`src/rtl/ycr_reset_seq_ctrl.sv`:
```
// Reset sequencer: holds all reset domains, then releases them one at a time in index
// order, waiting for each buffer cell's status acknowledge before the next release.
module ycr_reset_seq_ctrl #(
    parameter  int NUM_DOMAINS    = 3,
    parameter  int HOLD_CYCLES    = 16,
    parameter  int STATUS_TIMEOUT = 255,
    localparam int CNT_MAX        = (HOLD_CYCLES > STATUS_TIMEOUT) ? HOLD_CYCLES : STATUS_TIMEOUT,
    localparam int CW             = $clog2(CNT_MAX + 1),
    localparam int IW             = (NUM_DOMAINS > 1) ? $clog2(NUM_DOMAINS) : 1
) (
    input  logic                   clk,
    input  logic                   rst_n_mux,
    input  logic                   test_mode,
    input  logic                   test_rst_n,
    input  logic                   sw_rst_req,
    input  logic [NUM_DOMAINS-1:0] dom_status_n,
    output logic [NUM_DOMAINS-1:0] dom_rst_n_in,
    output logic                   seq_busy,
    output logic                   seq_done,
    output logic                   seq_err,
    output logic [IW-1:0]          err_dom
);

    typedef enum logic [1:0] {
        S_HOLD     = 2'd0,
        S_WAIT_ACK = 2'd1,
        S_DONE     = 2'd2,
        S_ERR      = 2'd3
    } state_t;

    localparam logic [CW-1:0]          HOLD_LAST = CW'(HOLD_CYCLES - 1);
    localparam logic [CW-1:0]          TOUT_LAST = CW'(STATUS_TIMEOUT - 1);
    localparam logic [IW-1:0]          IDX_LAST  = IW'(NUM_DOMAINS - 1);
    localparam logic [NUM_DOMAINS-1:0] DOM_ONE   = NUM_DOMAINS'(1);

    state_t                   r_state;
    state_t                   w_state_nxt;
    logic [CW-1:0]            r_cnt;
    logic [CW-1:0]            w_cnt_nxt;
    logic [IW-1:0]            r_idx;
    logic [IW-1:0]            w_idx_nxt;
    logic [NUM_DOMAINS-1:0]   r_dom_rst_n;
    logic [NUM_DOMAINS-1:0]   w_dom_rst_n_nxt;
    logic                     r_seq_done;
    logic                     w_seq_done_nxt;
    logic                     r_seq_err;
    logic                     w_seq_err_nxt;
    logic [IW-1:0]            r_err_dom;
    logic [IW-1:0]            w_err_dom_nxt;
    logic                     w_ack;
    logic                     w_timeout;

    // Lost-status reporting names the lowest domain whose status dropped.
    function automatic logic [IW-1:0] lowest_zero(input logic [NUM_DOMAINS-1:0] v);
        logic [IW-1:0] idx;
        idx = '0;
        for (int i = NUM_DOMAINS - 1; i >= 0; i--) begin
            if (!v[i]) idx = IW'(i);
        end
        return idx;
    endfunction

    assign w_ack     = dom_status_n[r_idx];
    assign w_timeout = (r_cnt == TOUT_LAST);

    always_ff @(posedge clk or negedge rst_n_mux) begin
        if (!rst_n_mux) begin
            r_state     <= S_HOLD;
            r_cnt       <= '0;
            r_idx       <= '0;
            r_dom_rst_n <= '0;
            r_seq_done  <= 1'b0;
            r_seq_err   <= 1'b0;
            r_err_dom   <= '0;
        end else begin
            r_state     <= w_state_nxt;
            r_cnt       <= w_cnt_nxt;
            r_idx       <= w_idx_nxt;
            r_dom_rst_n <= w_dom_rst_n_nxt;
            r_seq_done  <= w_seq_done_nxt;
            r_seq_err   <= w_seq_err_nxt;
            r_err_dom   <= w_err_dom_nxt;
        end
    end

    always_comb begin
        w_state_nxt     = r_state;
        w_cnt_nxt       = r_cnt;
        w_idx_nxt       = r_idx;
        w_dom_rst_n_nxt = r_dom_rst_n;
        w_seq_done_nxt  = r_seq_done;
        w_seq_err_nxt   = r_seq_err;
        w_err_dom_nxt   = r_err_dom;

        // Software re-reset overrides every other transition, including DONE entry.
        if (sw_rst_req) begin
            w_state_nxt     = S_HOLD;
            w_cnt_nxt       = '0;
            w_idx_nxt       = '0;
            w_dom_rst_n_nxt = '0;
            w_seq_done_nxt  = 1'b0;
            w_seq_err_nxt   = 1'b0;
            w_err_dom_nxt   = '0;
        end else begin
            case (r_state)
                S_HOLD: begin
                    w_dom_rst_n_nxt = '0;
                    if (r_cnt == HOLD_LAST) begin
                        w_dom_rst_n_nxt = DOM_ONE;
                        w_idx_nxt       = '0;
                        w_cnt_nxt       = '0;
                        w_state_nxt     = S_WAIT_ACK;
                    end else begin
                        w_cnt_nxt = r_cnt + CW'(1);
                    end
                end
                S_WAIT_ACK: begin
                    // An acknowledge arriving on the timeout cycle still counts.
                    if (w_ack) begin
                        if (r_idx == IDX_LAST) begin
                            w_state_nxt    = S_DONE;
                            w_seq_done_nxt = 1'b1;
                        end else begin
                            w_dom_rst_n_nxt = r_dom_rst_n | (DOM_ONE << (r_idx + IW'(1)));
                            w_idx_nxt       = r_idx + IW'(1);
                            w_cnt_nxt       = '0;
                        end
                    end else if (w_timeout) begin
                        w_state_nxt   = S_ERR;
                        w_seq_err_nxt = 1'b1;
                        w_err_dom_nxt = r_idx;
                    end else begin
                        w_cnt_nxt = r_cnt + CW'(1);
                    end
                end
                S_DONE: begin
                    if (!(&dom_status_n)) begin
                        w_state_nxt    = S_ERR;
                        w_seq_err_nxt  = 1'b1;
                        w_seq_done_nxt = 1'b0;
                        w_err_dom_nxt  = lowest_zero(dom_status_n);
                    end
                end
                S_ERR: begin
                end
                default: begin
                    w_state_nxt = S_HOLD;
                end
            endcase
        end
    end

    // Test mode overrides the reset lines directly while the FSM keeps running.
    always_comb begin
        seq_busy     = (r_state == S_HOLD) || (r_state == S_WAIT_ACK);
        dom_rst_n_in = test_mode ? {NUM_DOMAINS{test_rst_n}} : r_dom_rst_n;
    end

    assign seq_done = r_seq_done;
    assign seq_err  = r_seq_err;
    assign err_dom  = r_err_dom;

endmodule

```
`config.mk`:
```
export PLATFORM = sky130hd
export DESIGN_NAME = ycr_reset_seq_ctrl
export DESIGN_NICKNAME = d
export VERILOG_FILES = /design/src/rtl/ycr_reset_seq_ctrl.sv
export SDC_FILE = /design/constraint.sdc
export NUM_CORES = 1
export LEC_CHECK = 0
export CAP_MARGIN = 20
export CORE_AREA = 5 5 57 59
export DETAILED_ROUTE_END_ITERATION = 8
export DIE_AREA = 0 0 62 64
export PLACE_DENSITY = 0.84
export SLEW_MARGIN = 20
export SYNTH_ARGS = -nofsm -noshare
export SYNTH_HDL_FRONTEND = slang
export SYNTH_SLANG_ARGS = --single-unit
```
`constraint.sdc`:
```
create_clock -name clk -period 3.35 [get_ports clk]
set_clock_uncertainty 0.2 [all_clocks]
set_input_delay 1.005 -clock clk [delete_from_list [all_inputs] [get_ports clk]]
set_output_delay 1.005 -clock clk [all_outputs]
set_load 0.03 [all_outputs]
```
; After elaboration in Yosys (flattened, before gate mapping)
; Cells that the tools add are included.
; W data, S select, Z words.
[totals]
register_bits = 19
input_bits = 8
output_inout_bits = 8
elab_cells = 84
[classes]
n_addsub = 2
magnitude_cmp = 1
n_eq_ne = 16
shift = 1
n_mux = 44
n_bitwise = 1
reduce_logical = 12
[op_table]
columns = operator, count
row1 = $mux W8, 5
row2 = $mux W2, 17
row3 = $ne A3 B3 Y1 const B, 7
row4 = $ne A4 B4 Y1 const B, 4
row5 = $pmux W8 S2, 1
row6 = $mux W3, 4
row7 = $reduce_and A4 Y1, 3
row8 = $mux W1, 10
row9 = $reduce_and A3 Y1, 3
row10 = $add A8 B1 Y8 const B, 1
row11 = $eq A8 B4 Y1 const B, 1
row12 = $eq A8 B8 Y1 const B, 1
row13 = $pmux W2 S2, 2
row14 = $pmux W2 S3, 1
row15 = $pmux W3 S2, 1
row16 = $reduce_bool A3 Y1, 2
row17 = $reduce_and A5 Y1, 1
row18 = $eq A2 B2 Y1 const B, 2
row19 = $pmux W1 S2, 2
row20 = $reduce_bool A4 Y1, 1
row21 = $lt A2 B3 Y1 const B, 1
row22 = $or A3 B3 Y3, 1
row23 = $shl A1 B2 Y3 const A, 1
row24 = $add A2 B1 Y2 const B, 1
row25 = 4 further kinds, 4

; Longest topological paths before layout
; Gate-level depths: netlist of the first run.
[logic_depth]
ltp_word = 7
ltp_mapped = 9
mapped_depth_nobuf = 7

; Worst setup path after synthesis of the first run
; OpenSTA, ideal clock, no wires.
[synth_path]
kind = input-to-output
start = input port test_mode
end = output port dom_rst_n_in[0]
arrival_time_ns = 1.685
required_time_ns = 2.145
setup_slack_ns = 0.460
stages = 1
n_path_buf = 0
path_cell_list = o21ai_0
[synth_via]
elab_chain_cells = 1
[synth_lines]
columns = element, line
row1 = "start, declared", 13  ; input logic test_mode,
row2 = $mux W3, 156  ; dom_rst_n_in = test_mode ? {NUM_DOMAINS{test_rst_n}} : r_dom_rst_n;
row3 = "end, declared", 17  ; output logic [NUM_DOMAINS-1:0] dom_rst_n_in,
; Every way passes these cells.

; Final worst setup path of the first run
[layout_path]
start = input port test_mode
end = output port dom_rst_n_in[2]
; The elaborated chain is that of the path after synthesis.

==> results.cfg, run 1 <==
[min_path]
holdCritPathClass = reg -> reg

[setup_path]
worstPathArrival_ns = 1.90
crit_path_max_fanout = 4
cp-end-kind = output pin
cp-start-kind = input pin
critPathBufInv = 2
worstPathRequired_ns = 2.14
slowest_stage = clkdlybuf4s50_1
crit_type = in -> out
max_stage_delay_ns = 0.51
worstPathCellList = clkdlybuf4s50_1 -> nand2_1 -> o21ai_0 -> buf_4
critPathTopFamily = buffers and inverters

[grt]
grt_max_degree = 20
grt_overflow_total = 0
track_usage_pct = 17.87
antenna_found_initial = 0
grt_pass1_wl_um = 5568
grt_pass1_vias = 1249

[detailed_routing]
totalWireLength_um = 3094
drc = 0
vias = 1219
viasPerCell = 6.005
top_layer_used = met4
wl_met1_um = 1413
drt_first_pass_iters = 4
dr_wl_met3_um = 141
wl_met2_um = 1510
wire_per_inst_um = 15.24
ant_nets = 0
drtIter0Drc = 70

[clock_tree]
cts_made_buffers = 3
path_clk_slew_ns = 0.11
cts_resized = 0
cts-root-buf = clkbuf_4
ctsHoldBuffers = 0
clock-sinks = 19
post_cts_buffers = 0
clk_latency_ns = 0.29
cts_tree = built
ctsLongestPathBuffers = 2
ctsHtreeMaxLevel = 1

[floorplanning]
die_h_um = 64
ioPinCount = 16
coreArea_sq_um = 2663
floorplan.initialDensity_pct = 52.30
die_x_um = 62
die_area_sq_um = 3968
rows = 19

[synthesis]
synth_edf_count = 0
ys_seq_elements = 19
postSynthAreaPerCell_sq_um = 9.043
synth_area_sq_um = 1393
seq_area_frac_synth_pct = 34.14
ys_warn_count = 0
syn-num-nets = 171
ys_types = 48
ys.flop_type = dfrtp_1
syn_inst = 154
async_flop_share_pct = 100.0

[finish]
mostFrequentLayoutCells = 19 x dfrtp_1, 15 x o21ai_0, 13 x inv_1
num-nets-final = 190
layout-area-overhead-vs-synth_pct = 15.00
multi_input_area_sq_um = 839.6
final_cells = 203
final_common_cell = dfrtp_1
drive_gt1_share_pct = 14.53
register_area_sq_um = 475.5
n_antenna_cell = 0
fill_cells = 233

[power_and_ir_drop]
p_leak_nw = 0.7042
intPower_mw = 0.3666
peakVddDrop_uv = 229.1
combPwrFrac_pct = 33.3
clkPwrFrac_pct = 21.0
p_sw_mw = 0.1950
power_density_nw_per_um2 = 350.7
p_seq_share_pct = 45.7
sw_frac_of_total_pct = 34.72

[timing]
period_needed_ns = 3.104
hold_viol_final = 0
finalMaxSlewViolations = 0
fmax_ghz = 0.3222
finalSetupTns_ns = 0
finalCritPeriodShare_pct = 92.66
rsz0062_at_grt = false
worst_slew_pin_slew_ns = 0.4801
slew_headroom_pct = 67.80
setup_viol = 0

[run_status]
status = complete, no violations

[placed_design]
place.gp.congestion = 0.8556
port_buffers = 15
hpwl_um = 2308
dp_cells = 199

[job]
max_cap_violations = 0
state kept, by name (all words and copies together), names as in the netlist:
| signal | count |
|---|---|
| r_idx | 2 |
| r_cnt | 8 |
| r_state | 2 |
| r_dom_rst_n | 3 |
| err_dom | 2 |
| seq_err | 1 |
| seq_done | 1 |
cell families after synthesis:
| kind of cell | after synthesis | synth area share [%] |
|---|---|---|
| adder cells (fa/ha/maj) | 9 | 8.086 |
| AND/OR/NAND/NOR | 60 | 25.34 |
| buffers and inverters | 18 | 5.571 |
| AO/OA/AOI/OAI | 42 | 22.37 |
| multiplexers | 6 | 4.492 |
| flip-flops | 19 | 34.14 |
worst paths after layout:
check | start | endpoint | slack, ns | cells after the start
worst max register to register | r_state[1] | r_cnt[2] | 1.01 | 8
max in group asynchronous | rst_n_mux | r_cnt[1] | 1.91 | 2
worst min-delay path | r_dom_rst_n[1] | r_dom_rst_n[1] | 0.31 | 2
min in group asynchronous | rst_n_mux | r_idx[1] | 0.83 | 2
worst min register to register | r_dom_rst_n[1] | r_dom_rst_n[1] | 0.31 | 2
worst max-delay path | test_mode | dom_rst_n_in[2] | 0.25 | 4
worst reg2reg max path, stage by stage (launching register included):
cell      delay [ns]
dfrtp_1         0.40
inv_1           0.09
ha_1            0.16
buf_4           0.17
and2b_4         0.20
o211ai_2        0.10
nor2_1          0.30
or2_0           0.40
o21ai_0         0.19
power groups by stage:
stage,Sequential (mW),Clock (mW),Combinational [mW]
3_3_place_gp,0.260,0,0.183
3_5_place_dp,0.261,0,0.187
2_1_floorplan,0.259,0,0.127
4_1_cts,0.257,0.123,0.188
5_1_grt,0.260,0.138,0.210
6_report,0.257,0.118,0.187
metrics by stage:
step	hold WS, ns	cell area [sq um]	util (%)	power [mW]	worst slack [ns]
final	0.3078	1602	60.15	0.5617	0.2459
after floorplan	0.2625	1393	-	0.3861	0.4601
after detailed placement	0.2812	1575	59.16	0.4477	0.1875
after global placement	0.2794	1575	59.16	0.4426	0.2838
after CTS	0.3086	1602	60.15	0.5677	0.2306
after global routing	0.3571	1602	60.15	0.6073	0.1109
final cells by class:
class	count	area share (%)
tap	31	2.422
sequential	19	29.69
inverter	13	3.047
clock buffer	4	1.641
timing repair buffer	19	10.78
multi-input combinational	117	52.42
cell usage after synthesis, types with 2 or more instances:
library cell / count / area share (%)
o31ai_1: 2 / 1.1
mux2_2: 2 / 1.6
buf_2: 2 / 0.72
and3_1: 4 / 1.8
nand3b_1: 3 / 1.6
clkbuf_1: 2 / 0.54
mux2i_1: 4 / 2.9
nand4_1: 3 / 1.3
inv_1: 13 / 3.5
or3_1: 3 / 1.3
nor2b_1: 3 / 1.3
nor3_1: 3 / 1.1
nand3_1: 4 / 1.4
nor2_1: 12 / 3.2
ha_1: 9 / 8.1
and4_1: 2 / 1.3
nor4_1: 3 / 1.3
nand4b_1: 2 / 1.3
nand2_1: 9 / 2.4
dfrtp_1: 19 / 34
a21o_1: 2 / 1.1
o21ai_0: 15 / 5.4
a31o_2: 3 / 1.9
a211o_1: 2 / 1.3
a21oi_1: 5 / 1.8
routing by layer:
metal | vias to the layer above | track usage (%)
met5 | - | 0
met1 | 587 | 24.26
met3 | 4 | 2.616
met2 | 25 | 28.37
met4 | 0 | 6.101
li1 | 603 | -
Note: power is estimated with default switching activity, not from simulation.
==> run 2, diff against run 1 <==
Settings changed: CORE_AREA 5 5 57 59 to 5 5 55 57, DIE_AREA 0 0 62 64 to 0 0 60 62, PLACE_DENSITY 0.84 to 0.9.
Clock period 3.35 ns to 3.6 ns, I/O delays scaled along.
==> results.cfg, run 2 (synthesized netlist as in run 1, its figures left out) <==
[finish]
reg_top3 = r_cnt x8, r_dom_rst_n x3
num-nets-final = 189
layout-area-overhead-vs-synth_pct = 14.38
stdcell_area_sq_um = 1593
fill_cells = 210
largest_reg_flops = 8
final_common_cell = dfrtp_1
drive_gt1_share_pct = 14.04
n_antenna_cell = 0
mostFrequentLayoutCells = 19 x dfrtp_1, 15 x o21ai_0, 13 x inv_1
largest_register = r_cnt
multi_input_area_sq_um = 839.6
register_area_sq_um = 475.5

[power_and_ir_drop]
p_leak_nw = 0.6994
p_sw_mw = 0.1826
power_density_nw_per_um2 = 328.6
intPower_mw = 0.3408
combPwrFrac_pct = 32.9
clkPwrFrac_pct = 21.2
p_seq_share_pct = 45.8
sw_frac_of_total_pct = 34.88
peakVddDrop_uv = 206.5

[timing]
period_needed_ns = 3.213
setup_slack_ns = 0.3865
finalMaxSlewViolations = 0
hold_viol_final = 0
rsz0062_at_grt = false
finalCritPeriodShare_pct = 89.26
fmax_ghz = 0.3112
slew_headroom_pct = 43.06
worst_slew_pin_slew_ns = 0.8514
finalSetupTns_ns = 0
setup_viol = 0

[placed_design]
dpl_worst_slack_ns = 0.3733
hpwl_um = 2457
port_buffers = 15
place.gp.congestion = 0.8932
postPlaceCellArea_sq_um = 1567

[grt]
grt_pass1_wl_um = 5326
track_usage_pct = 18.86
grt_overflow_total = 0
antenna_found_initial = 0
grt_max_degree = 20
grt_pass1_vias = 1233

[setup_path]
worstPathArrival_ns = 1.93
reg2reg_depth = 6
cp-end-kind = output pin
crit_path_max_fanout = 4
cp-start-kind = input pin
worstPathRequired_ns = 2.32
crit_type = in -> out

[clock_tree]
clock-sinks = 19
ctsHoldBuffers = 0
path_clk_slew_ns = 0.10
cts_made_buffers = 3
clk_latency_ns = 0.30
cts-root-buf = clkbuf_4
ctsLongestPathBuffers = 2
post_cts_buffers = 0
cts_resized = 0
ctsHtreeMaxLevel = 1
cts_tree = built

[min_path]
holdCritPathClass = reg -> reg
worstHoldPathCells = 2

[detailed_routing]
vias = 1245
viasPerCell = 6.194
drtIter0Drc = 55
ant_nets = 0
drt_first_pass_iters = 4
totalWireLength_um = 3173
wire_per_inst_um = 15.79
drc = 0

[floorplanning]
rows = 18
floorplan.initialDensity_pct = 57.25
ioPinCount = 16
coreArea_sq_um = 2432
die_h_um = 62
die_area_sq_um = 3720
die_x_um = 60

[job]
max_cap_violations = 0

[run_status]
status = complete, no violations
-- run 2: critical path: stages --
cell	delay (ns)
clkdlybuf4s50_1	0.51
nand2_1	0.08
o21ai_0	0.08
buf_4	0.18
-- run 2: metrics by stage --
| step | cells | power [mW] | utilization (%) | hold WS [ns] |
|---|---|---|---|---|
| final | 201 | 0.5234 | 65.48 | 0.3109 |
| after global routing | 201 | 0.5549 | 65.48 | 0.3508 |
| after CTS | 201 | 0.5280 | 65.48 | 0.3140 |
| after detailed placement | 197 | 0.4166 | 64.40 | 0.2869 |
| after global placement | 197 | 0.4099 | 64.40 | 0.2811 |
| after floorplan | 154 | 0.3593 | - | 0.2625 |
-- run 2: layout make-up --
type,instances,share of cell area [%]
timing repair buffer,18,10.37
sequential,19,29.85
tap,30,2.357
inverter,13,3.064
clock buffer,4,1.650
multi-input combinational,117,52.71
-- run 2: final timing paths --
check,start,end,slack (ns)
max in group asynchronous,rst_n_mux,r_state[0],1.63
min in group asynchronous,rst_n_mux,r_dom_rst_n[1],1.05
hold / removal,seq_err,seq_err,0.31
setup / recovery,test_mode,dom_rst_n_in[1],0.39
setup reg to reg,r_idx[0],r_cnt[4],1.24
hold reg to reg,seq_err,seq_err,0.31
-- run 2: per-layer routing --
metal	share of wire, %	vias up	global-route usage, %
met5	0	-	0
met4	1.1	0	6.646
met3	6.2	5	2.893
met2	50	44	33.64
met1	42	594	23.12
li1	-	602	-
-- run 2: power by group through the flow --
stage	clock network [mW]	logic, mW	registers, mW
after CTS	0.115	0.174	0.240
after detailed placement	0	0.173	0.244
after global routing	0.124	0.189	0.242
final	0.111	0.172	0.240
after global placement	0	0.167	0.243
after floorplan	0	0.119	0.241
